===== src/rtl/mem_port_arbiter.sv =====
// Arbiter that lets instruction fetch and data access share one single-ported
// unified memory. Data wins over fetch, with a starvation counter that forces a
// fetch grant after STARVE_LIMIT consecutive data grants taken while a fetch
// was waiting. A branch/jump flush abandons an in-flight fetch: the memory
// still completes it, but the result is never acknowledged to IF.
//
// Handshakes: a requester raises *_req and holds it, with its address/data
// stable, until the matching *_ack pulses for one cycle. The only exception is
// IF, which may drop if_req_i together with flush_i. On the memory side,
// m_req_o and m_* stay registered and stable until m_ack_i is seen, and
// m_rdata_i is valid in the m_ack_i cycle.
module mem_port_arbiter #(
  parameter int XLEN         = 32,
  parameter int ADDR_W       = 32,
  parameter int STARVE_LIMIT = 4
) (
  input  logic                clk_i,
  input  logic                rst_i,
  input  logic                flush_i,
  input  logic                if_req_i,
  input  logic [ADDR_W-1:0]   if_addr_i,
  output logic                if_ack_o,
  output logic [XLEN-1:0]     if_rdata_o,
  input  logic                d_req_i,
  input  logic                d_we_i,
  input  logic [ADDR_W-1:0]   d_addr_i,
  input  logic [XLEN-1:0]     d_wdata_i,
  input  logic [XLEN/8-1:0]   d_be_i,
  output logic                d_ack_o,
  output logic [XLEN-1:0]     d_rdata_o,
  output logic                m_req_o,
  output logic                m_we_o,
  output logic [ADDR_W-1:0]   m_addr_o,
  output logic [XLEN-1:0]     m_wdata_o,
  output logic [XLEN/8-1:0]   m_be_o,
  input  logic                m_ack_i,
  input  logic [XLEN-1:0]     m_rdata_i,
  output logic                if_stall_o,
  output logic                mem_stall_o,
  output logic [1:0]          dbg_state_o,
  output logic [3:0]          dbg_scnt_o
);

  typedef enum logic [1:0] {
    IDLE  = 2'd0,
    FETCH = 2'd1,
    DATA  = 2'd2
  } state_t;

  localparam logic [3:0] LIMIT = 4'(STARVE_LIMIT);

  state_t     state;
  logic [3:0] scnt;
  logic       drop;
  logic       data_win;

  // Data wins unless a fetch has been waiting through LIMIT data grants.
  assign data_win = d_req_i && !(if_req_i && (scnt == LIMIT));

  // Grant sequencing, memory-side request registers and starvation tracking.
  always_ff @(posedge clk_i) begin
    if (rst_i) begin
      state     <= IDLE;
      m_req_o   <= 1'b0;
      m_we_o    <= 1'b0;
      m_addr_o  <= '0;
      m_wdata_o <= '0;
      m_be_o    <= '0;
      scnt      <= '0;
      drop      <= 1'b0;
    end else begin
      unique case (state)
        IDLE: begin
          // With no fetch waiting there is nothing to count as starvation.
          if (!if_req_i) scnt <= '0;
          if (data_win) begin
            state     <= DATA;
            m_req_o   <= 1'b1;
            m_we_o    <= d_we_i;
            m_addr_o  <= d_addr_i;
            m_wdata_o <= d_wdata_i;
            m_be_o    <= d_be_i;
            if (if_req_i && (scnt != LIMIT)) scnt <= scnt + 4'd1;
          end else if (if_req_i && !flush_i) begin
            // A fetch is a full-word read; no write data travels with it.
            state     <= FETCH;
            m_req_o   <= 1'b1;
            m_we_o    <= 1'b0;
            m_addr_o  <= if_addr_i;
            m_wdata_o <= '0;
            m_be_o    <= '1;
            scnt      <= '0;
          end
        end
        FETCH: begin
          if (flush_i) drop <= 1'b1;
          if (m_ack_i) begin
            state   <= IDLE;
            m_req_o <= 1'b0;
            drop    <= 1'b0;
          end
        end
        DATA: begin
          if (m_ack_i) begin
            state   <= IDLE;
            m_req_o <= 1'b0;
          end
        end
        default: begin
          state   <= IDLE;
          m_req_o <= 1'b0;
        end
      endcase
    end
  end

  // A flush arriving in the same cycle as the memory ack also kills the fetch.
  assign if_ack_o    = (state == FETCH) && m_ack_i && !drop && !flush_i;
  assign d_ack_o     = (state == DATA) && m_ack_i;
  assign if_rdata_o  = m_rdata_i;
  assign d_rdata_o   = m_rdata_i;
  assign if_stall_o  = if_req_i && !if_ack_o;
  assign mem_stall_o = d_req_i && !d_ack_o;
  assign dbg_state_o = state;
  assign dbg_scnt_o  = scnt;

endmodule


===== config.mk =====
export PLATFORM = sky130hd
export DESIGN_NAME = mem_port_arbiter
export DESIGN_NICKNAME = d
export VERILOG_FILES = /design/src/rtl/mem_port_arbiter.sv
export SDC_FILE = /design/constraint.sdc
export NUM_CORES = 1
export LEC_CHECK = 0
export ABC_AREA = 1
export CAP_MARGIN = 10
export CORE_MARGIN = 2
export CORE_UTILIZATION = 35
export DETAILED_ROUTE_END_ITERATION = 6
export PLACE_DENSITY = 0.87
export SLEW_MARGIN = 20
export SYNTH_ARGS = -nofsm -noshare
export SYNTH_HDL_FRONTEND = slang
export SYNTH_SLANG_ARGS = --single-unit

===== constraint.sdc =====
create_clock -name clk_i -period 2.1 [get_ports clk_i]
set_clock_uncertainty 0.15 [all_clocks]
set_input_delay 0.42 -clock clk_i [delete_from_list [all_inputs] [get_ports clk_i]]
set_output_delay 0.42 -clock clk_i [all_outputs]
set_load 0.005 [all_outputs]

==> results.md <==
* Final global-route overflow total at 0
* Layout cells sized above 1 at approximately 9.3%
* GR Util All Layers at 17.8%
* Starting Density at 35.9%
* Initial antenna violation count at 0
* Number of global-route vias before repair at 3,399
* Clock-pin slew on the worst setup and hold paths at 0.07 ns
* Synth top area share at 39.8%
* Clk_lat worst skew at 0.34 ns
* Post-synth EDFFs at 0
* Seq/Total Area, Yosys at 39.8%
* Row count at 38
* Final setup margin at 0.0769 ns
* Post-synthesis cell type count at 23
* Total clock sinks at a little under 80
* Max Cap Viol at 0
* Setup slack, reg-to-reg at between 0.3 and 0.4 ns
* Final hold vios at 0
* Largest net degree at the start of global routing at 44
* Final hold slack at 0.313 ns
* Worst Path Required at between 1.5 and 2 ns
* Max Fclk at 494 MHz
* Leakage at 2.37 nW
* Cts hold-fix bufs at 0
* Critical path launch point type: input pin
* DRT iter0 DRCs at 176
* Largest area contributor in the netlist: dfxtp_1
* Hold_sp: m_addr_o[22]
* Critical path class: input pin to primary output
* Core Region at 10,800 µm²
* Fin crit period at 2.02 ns
* First-pass GRT wire length at about 17,000 µm
* Detailed Place HPWL at 7830 µm
* Slew HR at 69.3%
* Io pins at 283
* Setup TNS at 0 ns
* End of the critical path: mem_stall_o
* Worst-margin pin slew at approximately 0.46 ns
* CTS tree: yes
* Place WS at -0.159 ns
* Die height at 109 µm
* Hold WC Path Type: flop to flop
* Critical Path End Type: primary output
* # DRC at 0
* DR WL/cell at around 13 µm
* Outcome: finished, final reports clean
* PwrDens at 675 nW/µm²
* Maximum vdd drop at 0.367 mV
* Critical R2R Capture: m_addr_o[13]
* CTS Root Cell: clkbuf_8
* DRT Pass-1 Iters at 6
* Largest fanout on the critical path at 2
* Ys async rst share at 0%
* Final RePlAce weighted congestion at 0.750
* # diodes at 0
* Register bit count reported by yosys at 77
* Die area at 11,900 µm²
* Cell area after synthesis at 3870 µm²
* Maximum clock insertion buffer count at 2
* Routed Wire Length at ~11,000 µm
* Synth top area cells: dfxtp_1, nand2_1, buf_4
* Arrival time worst endpoint at 1.45 ns
* Area growth syn-to-layout at 48.1%
* Synth Flop Type: dfxtp_1
* Syn_area_per_cell at 7.09 µm²
* Layout Nets at 820
* Gate Count Post-Synth at around 550
* Pins Over Slew Limit at 0
* Crit path launch: m_ack_i
* # setup viols final at 0
* Vias at 3,670
* Worst reg2reg path depth at 9
* Yosys warns at 0
* Htree depth at 3
* Remaining antenna violation count at 0
* DIE WIDTH at 109 µm
* Num CTS Buffers at 9
* RSZ-0062 raised after global routing: yes
* Crit share post-route at 96.3%
* Design Power at ~3.9 mW
* Routed vias/inst at 4.47
* IO Port Bufs at 186
* Mapped Nets at 690
* Worst r2r src: dbg_scnt_o[0]
## per-stage QoR
stage	utilization [%]	instance area [µm²]	std cells
final	53.1	5730	821
after global routing	53.1	5730	821
after CTS	53.0	5730	821
after detailed placement	50.8	5490	803
after global placement	50.8	5490	803
after floorplan	-	3870	546
## routing by layer
layer / up-vias / global-route usage, % / routed length [µm]
li1: 1897 / - / -
met1: 1608 / 19.8 / 4330
met2: 137 / 30.6 / 5280
met3: 28 / 7.47 / 968
met4: 0 / 5.68 / 229
met5: - / 0 / 0
## flip-flops by register name, indices dropped and copies added (netlist names)
| signal | count |
|---|---|
| m_req_o | 1 |
| m_wdata_o | 32 |
| m_we_o | 1 |
| drop | 1 |
| m_addr_o | 32 |
| dbg_state_o | 2 |
| dbg_scnt_o | 4 |
| m_be_o | 4 |
## kinds of logic (layout without fill, tap and decap cells)
group / Yosys count / count (layout) / synth area share, %
AO/OA/AOI/OAI: 79 / 79 / 10.8
adder cells (fa/ha/maj): 5 / 5 / 1.62
buffers and inverters: 108 / 243 / 19.5
flip-flops: 77 / 77 / 39.8
AND/OR/NAND/NOR: 277 / 277 / 28.2
## cells in the final DEF (no fill, tap or decap)
cell,count
inv_1,11
clkinv_4,3
o21ai_0,5
buf_12,8
nor3_4,1
inv_6,2
nor2_8,1
nand2_1,248
nand3_1,6
dlygate4sd2_1,4
dfxtp_1,75
or2_4,1
nor3_1,1
bufinv_16,1
nand2_4,1
dfxtp_2,2
ha_2,1
ha_1,4
nor2_1,11
inv_2,4
clkbuf_8,11
nand3b_1,1
a21oi_1,68
a21oi_2,6
buf_2,1
buf_4,17
nand2_2,3
nand4_1,3
clkdlybuf4s50_1,181
## final cells by class
| type | count | area, µm² |
|---|---|---|
| clock buffers | 11 | 151 |
| inverters | 16 | 65.1 |
| multi-input cells | 361 | 1590 |
| fillers | 1015 | 5060 |
| well taps | 140 | 175 |
| repair buffers | 211 | 2140 |
| flip-flops and latches | 77 | 1540 |
| clock inverters | 5 | 65.1 |
## critical path, cell delays in order
cell and delay [ns]:
clkdlybuf4s50_1 0.49, buf_4 0.12, nand2_1 0.06, inv_1 0.07, nor2_1 0.04, dlygate4sd2_1 0.25
## timing repair
action / in CTS / in global routing
setup endpoints to repair: 4 / 2
hold endpoints to repair: 0 / 0
gates resized for setup: 9 / 1
buffers inserted: 2 / 0
gates cloned: 0 / 0
## synthesized netlist by cell type (all sizes together), types with 2 or more instances
master and instances:
buf 84, dfxtp 77, nand3 6, nor2 12
nor3 2, o21ai 5, nand2 252, clkbuf 8
a21oi 74, nand4 3, ha 5, inv 15
## report_power, final
part	switching, mW	internal (mW)	leakage [nW]
sequential	0.0605	1.58	0.633
clock	0.583	0.627	0.111
combinational	0.440	0.573	1.63
## how the worst min path moves through the flow
stage                                to  slack (ns)  depth (start not counted)
after CTS                  m_addr_o[17]        0.31                          2
after global placement           m_we_o        0.30                          2
after floorplan                    drop        0.29                          2
after global routing      m_wdata_o[16]        0.32                          2
final                      m_addr_o[22]        0.31                          2
after detailed placement   m_addr_o[12]        0.30                          2
(Power assumes the default switching activity.)
